**src/rtl/cpu_types_pkg.sv**
```systemverilog
// cpu_types_pkg: shared datapath types for the pipelined processor and its memory arbiter.
package cpu_types_pkg;
  localparam int ADDR_W = 32;
  typedef logic [ADDR_W-1:0] word_t;
  typedef enum logic [1:0] {FREE, BUSY, ACCESS, ERROR} ramstate_t;
  typedef enum logic [1:0] {IDLE, IGRANT, DGRANT} arb_state_t;
endpackage

```
**src/rtl/pipeline_mem_arbiter_if.sv**
```systemverilog
// pipeline_mem_arbiter_if: fetch, memory-stage and RAM signals seen by the arbiter.
interface pipeline_mem_arbiter_if;
  import cpu_types_pkg::*;
  logic iREN;
  word_t iaddr;
  logic iwait;
  word_t iload;
  logic dREN;
  logic dWEN;
  word_t daddr;
  word_t dstore;
  logic dwait;
  word_t dload;
  logic ramREN;
  logic ramWEN;
  word_t ramaddr;
  word_t ramstore;
  word_t ramload;
  ramstate_t ramstate;
  logic merr;
  modport slave (
    input iREN, iaddr, dREN, dWEN, daddr, dstore, ramload, ramstate,
    output iwait, iload, dwait, dload, ramREN, ramWEN, ramaddr, ramstore, merr
  );
  modport master (
    output iREN, iaddr, dREN, dWEN, daddr, dstore, ramload, ramstate,
    input iwait, iload, dwait, dload, ramREN, ramWEN, ramaddr, ramstore, merr
  );
endinterface

```
**src/rtl/pipeline_mem_arbiter.sv**
```systemverilog
// pipeline_mem_arbiter: grants the single-ported RAM to fetch or memory stage, data first with a fetch starvation limit.
module pipeline_mem_arbiter
  import cpu_types_pkg::*;
#(
  parameter int unsigned STARVE_LIMIT = 4
) (
  input logic CLK,
  input logic nRST,
  pipeline_mem_arbiter_if.slave bus
);
  arb_state_t state, nxt;
  logic [3:0] starve_cnt;
  logic dreq, fin, force_i, icomp, dcomp;
  always_comb begin
    dreq = bus.dREN || bus.dWEN;
    fin = bus.ramstate == ACCESS || bus.ramstate == ERROR;
    force_i = bus.iREN && starve_cnt == 4'(STARVE_LIMIT);
    icomp = state == IGRANT && bus.iREN && fin;
    dcomp = state == DGRANT && dreq && fin;
    // a dropped request falls back to IDLE as an abort, never as a completion
    nxt = state == IDLE ? (dreq && !force_i ? DGRANT : bus.iREN ? IGRANT : IDLE)
        : state == IGRANT ? (bus.iREN && !fin ? IGRANT : IDLE)
        : (dreq && !fin ? DGRANT : IDLE);
    bus.ramREN = state == IGRANT ? bus.iREN : state == DGRANT ? bus.dREN && !bus.dWEN : 1'b0;
    bus.ramWEN = state == DGRANT && bus.dWEN;
    bus.ramaddr = state == IGRANT ? bus.iaddr : state == DGRANT ? bus.daddr : '0;
    bus.ramstore = state == DGRANT ? bus.dstore : '0;
    bus.iload = state == IGRANT ? bus.ramload : '0;
    bus.dload = state == DGRANT ? bus.ramload : '0;
    bus.iwait = !icomp;
    bus.dwait = !dcomp;
  end
  always_ff @(posedge CLK or negedge nRST)
    if (!nRST) state <= IDLE;
    else state <= nxt;
  always_ff @(posedge CLK or negedge nRST)
    if (!nRST) starve_cnt <= '0;
    else if (icomp && bus.ramstate == ACCESS) starve_cnt <= '0;
    else if (dcomp && bus.iREN && starve_cnt != 4'(STARVE_LIMIT)) starve_cnt <= starve_cnt + 4'd1;
  always_ff @(posedge CLK or negedge nRST)
    if (!nRST) bus.merr <= 1'b0;
    else if ((icomp || dcomp) && bus.ramstate == ERROR) bus.merr <= 1'b1;
endmodule

```
**src/flat_wrapper.sv**
```systemverilog
// flat-port wrapper written by rule: the top's interface ports become plain ports
module pipeline_mem_arbiter_flat import cpu_types_pkg::*;
#(
  parameter int unsigned STARVE_LIMIT = 4
)
  (CLK, nRST, bus_iREN, bus_iaddr, bus_dREN, bus_dWEN, bus_daddr, bus_dstore, bus_ramload, bus_ramstate, bus_iwait, bus_iload, bus_dwait, bus_dload, bus_ramREN, bus_ramWEN, bus_ramaddr, bus_ramstore, bus_merr);
  pipeline_mem_arbiter_if bus_i ();
  input logic CLK;
  input logic nRST;
  input wire logic [$bits(bus_i.iREN)-1:0] bus_iREN;
  input wire logic [$bits(bus_i.iaddr)-1:0] bus_iaddr;
  input wire logic [$bits(bus_i.dREN)-1:0] bus_dREN;
  input wire logic [$bits(bus_i.dWEN)-1:0] bus_dWEN;
  input wire logic [$bits(bus_i.daddr)-1:0] bus_daddr;
  input wire logic [$bits(bus_i.dstore)-1:0] bus_dstore;
  input wire logic [$bits(bus_i.ramload)-1:0] bus_ramload;
  input wire logic [$bits(bus_i.ramstate)-1:0] bus_ramstate;
  output wire logic [$bits(bus_i.iwait)-1:0] bus_iwait;
  output wire logic [$bits(bus_i.iload)-1:0] bus_iload;
  output wire logic [$bits(bus_i.dwait)-1:0] bus_dwait;
  output wire logic [$bits(bus_i.dload)-1:0] bus_dload;
  output wire logic [$bits(bus_i.ramREN)-1:0] bus_ramREN;
  output wire logic [$bits(bus_i.ramWEN)-1:0] bus_ramWEN;
  output wire logic [$bits(bus_i.ramaddr)-1:0] bus_ramaddr;
  output wire logic [$bits(bus_i.ramstore)-1:0] bus_ramstore;
  output wire logic [$bits(bus_i.merr)-1:0] bus_merr;
  assign bus_i.iREN = bus_iREN;
  assign bus_i.iaddr = bus_iaddr;
  assign bus_i.dREN = bus_dREN;
  assign bus_i.dWEN = bus_dWEN;
  assign bus_i.daddr = bus_daddr;
  assign bus_i.dstore = bus_dstore;
  assign bus_i.ramload = bus_ramload;
  assign bus_i.ramstate = bus_ramstate;
  assign bus_iwait = bus_i.iwait;
  assign bus_iload = bus_i.iload;
  assign bus_dwait = bus_i.dwait;
  assign bus_dload = bus_i.dload;
  assign bus_ramREN = bus_i.ramREN;
  assign bus_ramWEN = bus_i.ramWEN;
  assign bus_ramaddr = bus_i.ramaddr;
  assign bus_ramstore = bus_i.ramstore;
  assign bus_merr = bus_i.merr;
  pipeline_mem_arbiter #(.STARVE_LIMIT(STARVE_LIMIT)) u_core (.CLK(CLK), .nRST(nRST), .bus(bus_i));
endmodule
```
**config.mk**
```make
export PLATFORM = sky130hd
export DESIGN_NAME = pipeline_mem_arbiter_flat
export DESIGN_NICKNAME = d
export VERILOG_FILES = /design/src/rtl/cpu_types_pkg.sv /design/src/rtl/pipeline_mem_arbiter_if.sv /design/src/rtl/pipeline_mem_arbiter.sv /design/src/flat_wrapper.sv
export SDC_FILE = /design/constraint.sdc
export NUM_CORES = 1
export LEC_CHECK = 0
export CAP_MARGIN = 20
export CORE_AREA = 2 2 103 105
export CTS_CLUSTER_SIZE = 40
export DETAILED_ROUTE_END_ITERATION = 12
export DIE_AREA = 0 0 105 107
export PLACE_DENSITY_LB_ADDON = 0.05
export SLEW_MARGIN = 10
export SYNTH_ARGS = -nofsm -noshare
export SYNTH_HDL_FRONTEND = slang
export SYNTH_SLANG_ARGS = --single-unit
```
**constraint.sdc**
```tcl
create_clock -name CLK -period 1.6 [get_ports CLK]
set_input_delay 0.16 -clock CLK [delete_from_list [all_inputs] [get_ports CLK]]
set_output_delay 0.16 -clock CLK [all_outputs]
set_load 0.01 [all_outputs]
```
# --- Word level (Yosys, flattened, before mapping) ---
# Index checks and enable logic that the tools add are counted.
word_totals:
  register_bits: 7
  output_inout_bits: 133
op_classes:
  add_sub_neg: 1
  eq_ne: 6
  mux: 15
  reduce_logical: 24
ops:
  columns: ["cell", "n"]
  rows:
  - ["32-bit 2-to-1 mux", 5]
  - ["1-bit logical AND", 14]
  - ["2-bit 2-to-1 mux", 4]
  - ["4-bit 2-to-1 mux", 2]
  - ["2-bit == test (second input constant)", 3]
  - ["1-bit logical NOT", 5]
  - ["4-bit by 1-bit adder with 4-bit output (second input constant)", 1]
  - ["4-bit by 3-bit == test with 1-bit output (second input constant)", 1]
  - ["1-bit 2-to-1 mux", 4]
  - ["4-bit by 3-bit != test with 1-bit output (second input constant)", 1]
  - ["1-bit logical OR", 3]
  - ["2-bit by 1-bit == test with 1-bit output (second input constant)", 1]
  - ["2-bit logical NOT", 1]
  - ["2-bit nonzero test", 1]

# --- Longest topological paths before layout ---
logic_depth:
  word_depth: 7
  ltp_mapped: 6

# --- Worst setup path before layout ---
# No wires, ideal clock.
synth_timing:
  path_type: "flip-flop to flip-flop"
  from: "register u_core.starve_cnt[0]"
  to: "register u_core.starve_cnt[2]"
  setup_ps: 124
  arrival_ps: 1487
  t_required_ps: 1476
  setup_slack_ps: -11
  stages_incl_launch_ff: 7
  path_buffers: 0
  period_less_slack_ps: 1611
  path_cell_list: "dfrtp_1 -> inv_1 -> ha_1 -> and3b_4 -> or4_4 -> nand3_1 -> nand3_1"
synth_between:
  elab_chain_cells: 3
  elab_cells_between_ends: 6
  cone_classes: "add/sub: 1; eq/ne: 1; mux: 2; reduce/logical: 2"
synth_rtl:
  columns: ["element", "line_no", "text"]
  rows:
  - ["start: declaration", "pipeline_mem_arbiter.sv:12", "logic [3:0] starve_cnt;"]
  - ["start signal: assignment", "pipeline_mem_arbiter.sv:39", "else if (dcomp && bus.iREN && starve_cnt != 4'(STARVE_LIMIT)) starve_cnt <= starve_cnt + 4'd1;"]
  - ["4-bit by 1-bit adder with 4-bit output / 4-bit by 3-bit != test with 1-bit output (equally long branches)", "pipeline_mem_arbiter.sv:39", null]
  - ["4-bit 2-to-1 mux / 1-bit logical AND (equally long branches)", "pipeline_mem_arbiter.sv:39", null]
  - ["4-bit 2-to-1 mux / 2-bit nonzero test (equally long branches)", null, null]
# Several ways; a longest one is shown, not always the timed one. The select of a mux whose other input is x is not followed.
# A chain may end at the register's enable or synchronous reset.

# --- Worst setup path in the final report ---
layout_timing:
  from: "register u_core.state[0]"
  to: "output bus_ramaddr[21]"
layout_between:
  elab_chain_cells: 3
  elab_cells_between_ends: 4
  cone_classes: "eq/ne: 2; mux: 2"
layout_rtl:
  columns: ["element", "line_no", "text"]
  rows:
  - ["start: declaration", "pipeline_mem_arbiter.sv:11", "arb_state_t state, nxt;"]
  - ["start signal: assignment", "pipeline_mem_arbiter.sv:35", "else state <= nxt;"]
  - ["2-bit == test", "pipeline_mem_arbiter.sv:26", "bus.ramaddr = state == IGRANT ? bus.iaddr : state == DGRANT ? bus.daddr : '0;"]
  - ["32-bit 2-to-1 mux", "pipeline_mem_arbiter.sv:26", null]
  - ["32-bit 2-to-1 mux *", "pipeline_mem_arbiter.sv:26", null]
  - ["end: declaration", "flat_wrapper.sv:24", "output wire logic [$bits(bus_i.ramaddr)-1:0] bus_ramaddr;"]
# Mark *: on every way between the ends. The rest lies on a longest branch, timed or not.

==> results.py <==
metrics = {
    "timing": {
        "worst_pin_slew_ns": 0.365,
        "finalSetupViolations": 127,
        "slew_headroom": 0.750,
        "timing.final.crit_share": 1.14,
        "rsz0062_at_grt": "yes",
        "finalClockSkew_ns": 0.000821,
        "fin_ws_ns": -0.219,
        "max_freq_mhz": 550,
        "slew_violations": 0,
        "hold_viol": 0,
        "final.min_clock_period_ns": 1.82,
    },
    "synth": {
        "syn_inst": 197,
        "synth_seq_cells": 7,
        "synth_edf_count": 0,
        "ys_async_sr_fraction": 1.00,
        "synth-seq-area-share": 0.125,
        "syn-num-nets": 334,
        "yosysWarnings": 0,
        "synth.distinct_cells": 26,
        "syn_area_um2": 1400,
        "synth_flop_cell": "dfrtp_1",
        "synth_area_per_cell_um2": 7.09,
    },
    "floorplanning": {
        "die_w_um": 105,
        "rows": 37,
        "die_area_um2": 11200,
        "die_h_um": 107,
        "ioPinCount": 268,
        "start_util": 0.138,
        "core_um2": 10100,
    },
    "clock_network": {
        "cts-root-buf": "clkbuf_8",
        "cts_tree": "done",
        "cts_max_level": 1,
        "clock-sinks": 7,
        "clk_path_buf_depth": 2,
        "insertion_delay_ns": 0.23,
        "cts_made_buffers": 3,
        "cts.reportedPaths.clkPinSlew_ns": 0.04,
    },
    "critical_path": {
        "ff2ff_path_depth": 7,
        "cp.arrival_ns": 1.66,
        "r2r_end": "u_core.starve_cnt[2]$_DFFE_PN0P_",
        "reg2reg_setup_slack_ns": -0.11,
        "crit_fanout": 6,
        "crit_slowest_cell": "dfrtp_2",
        "critPathCapture": "bus_ramaddr[21]",
        "cp.required_ns": 1.44,
        "cp_slowest_stage_delay_ns": 0.40,
        "worst-path-buf-inv": 5,
        "end_kind": "output pin",
        "crit_family": "buffers and inverters",
        "path_depth": 7,
        "worstSetupStartpointType": "register",
        "reg2reg_from": "u_core.state[0]$_DFF_PN0_",
        "worstPathCellList": "buf_4, nor2b_4, buf_12, buf_8, clkbuf_16, a22o_1, buf_2",
        "critical_path_class": "reg2out",
        "critPathLaunch": "u_core.state[0]$_DFF_PN0_",
    },
    "drt": {
        "postRouteWirelength_um": 11500,
        "via_per_inst": 4.09,
        "drt_first_pass_iters": 4,
        "drtIter0Drc": 59,
        "num_vias": 2612,
        "drtAntennaViolNets": 0,
        "avgRoutedWirePerCell_um": 18.0,
        "drc": 0,
    },
    "flow_run": {
        "cap_violations": 0,
    },
    "run_status": {
        "failed_checks": "setup timing",
        "status": "finished with violations",
    },
    "placement": {
        "gp_congestion": 0.781,
        "dp_hpwl_um": 8130,
        "io_buffers": 267,
        "dp_slack_ns": -0.169,
    },
    "global_route": {
        "grt_pass1_vias": 2255,
        "grt-ovfl-total": 0,
        "grt_util_all_layers": 0.159,
        "grt_max_degree": 48,
        "grt_pass1_wl_um": 13900,
        "grt_antenna_before_repair": 0,
    },
    "pwr": {
        "finalPower_mw": 5.98,
        "power_density_nw_per_um2": 1220,
        "p_leak_nw": 2.39,
        "irDropWorstVdd_mv": 0.659,
    },
    "worst_hold_path": {
        "hold_path.class": "in2async",
    },
    "layout": {
        "n_antenna_cell": 0,
        "nNetsFinal": 640,
        "drive_above_1_share": 0.500,
        "area_delta_synth_final_pct": 251,
    },
}
==> cells by family after synthesis <==
kind of cell | count (synthesis) | share of synthesized area
flip-flops | 7 | 0.125
buffers and inverters | 23 | 0.0690
AND/OR/NAND/NOR | 125 | 0.547
adder cells (fa/ha/maj) | 2 | 0.0179
AO/OA/AOI/OAI | 40 | 0.241
==> synth_stat cells, types with 2 or more instances <==
| cell | instances | area share |
|---|---|---|
| a22o_1 | 32 | 0.20 |
| and2_1 | 96 | 0.43 |
| buf_2 | 8 | 0.029 |
| clkbuf_1 | 10 | 0.027 |
| dfrtp_1 | 7 | 0.13 |
| ha_1 | 2 | 0.018 |
| inv_1 | 5 | 0.013 |
| nand2_1 | 5 | 0.013 |
| nand2b_1 | 2 | 0.0090 |
| nand3_1 | 6 | 0.022 |
| nand3b_1 | 2 | 0.011 |
| nor2_1 | 4 | 0.011 |
| nor2b_1 | 2 | 0.0090 |
| nor3_1 | 2 | 0.0072 |
| nor4_1 | 2 | 0.0090 |
| or3_1 | 2 | 0.0090 |
==> report_power, final <==
part | leakage, nW | total, mW | switching (mW) | internal, mW
Sequential | 0.0849 | 0.282 | 0.0470 | 0.235
Combinational | 2.29 | 5.44 | 2.17 | 3.27
Clock | 0.0228 | 0.255 | 0.0825 | 0.173
==> stage by stage <==
step / cells / area (um^2) / util / setup TNS, ns / hold WS, ns
2_1_floorplan: 197 / 1400 / - / 0 / -0.136
3_3_place_gp: 598 / 4340 / 0.430 / -12.82 / 0.459
3_5_place_dp: 598 / 4340 / 0.430 / -13.83 / 0.458
4_1_cts: 603 / 4260 / 0.422 / -22.58 / 0.209
5_1_grt: 638 / 4900 / 0.486 / -17.89 / 0.233
6_report: 638 / 4900 / 0.486 / -10.73 / 0.200
==> cell usage in the layout, fill, tap and decap left out, types with 2 or more instances in the layout <==
master / n
a22o_1: 32
and2_1: 40
and2_4: 56
buf_12: 6
buf_2: 58
buf_4: 16
buf_6: 79
buf_8: 5
clkbuf_16: 10
clkbuf_2: 7
clkbuf_8: 3
clkdlybuf4s50_1: 135
dfrtp_1: 6
dlymetal6s2s_1: 3
ha_1: 2
inv_1: 5
nand2_1: 5
nand3_1: 2
nand3_2: 4
nand3b_1: 2
nor2_1: 4
nor2b_4: 2
nor3_1: 2
o21ai_1: 2
or3_1: 2
==> area by class of cell <==
class / instances / area (um^2)
flip-flops and latches: 7 / 176
clock buffers: 4 / 45.0
fillers: 1035 / 5190
inverters: 5 / 18.8
repair buffers: 319 / 3170
well taps: 136 / 170
multi-input cells: 167 / 1320
==> routing by layer <==
metal / GRT usage / part of all wire / vias up / wire, um
li1: - / - / 1292 / -
met1: 0.178 / 0.38 / 1184 / 4380
met2: 0.305 / 0.54 / 128 / 6220
met3: 0.0395 / 0.067 / 8 / 773
met4: 0.0257 / 0.0097 / 0 / 111
met5: 0 / 0 / - / 0
==> worst min path at each step <==
stage | startpoint | end | slack (ns) | cells past startpoint
2_1_floorplan | nRST | u_core.bus.merr$_DFFE_PN0P_ | -0.14 | 0
3_3_place_gp | nRST | u_core.bus.merr$_DFFE_PN0P_ | 0.46 | 1
3_5_place_dp | nRST | u_core.bus.merr$_DFFE_PN0P_ | 0.46 | 1
4_1_cts | nRST | u_core.starve_cnt[2]$_DFFE_PN0P_ | 0.21 | 1
5_1_grt | nRST | u_core.starve_cnt[2]$_DFFE_PN0P_ | 0.23 | 1
6_report | nRST | u_core.starve_cnt[2]$_DFFE_PN0P_ | 0.20 | 1
==> repair_timing <==
action                                  CTS  global route
pin swaps                                 1            43
hold buffers                              0             0
cloned                                    0            17
endpoints found under the setup margin  135           132
setup buffers                             1            19
hold endpoints to repair                  0             0
gates resized for setup                 249           368
==> state kept, by name, indices dropped and copies added, names as in the netlist <==
name,count
u_core.bus.merr,1
u_core.state,2
u_core.starve_cnt,4
(Power assumes the default switching activity.)
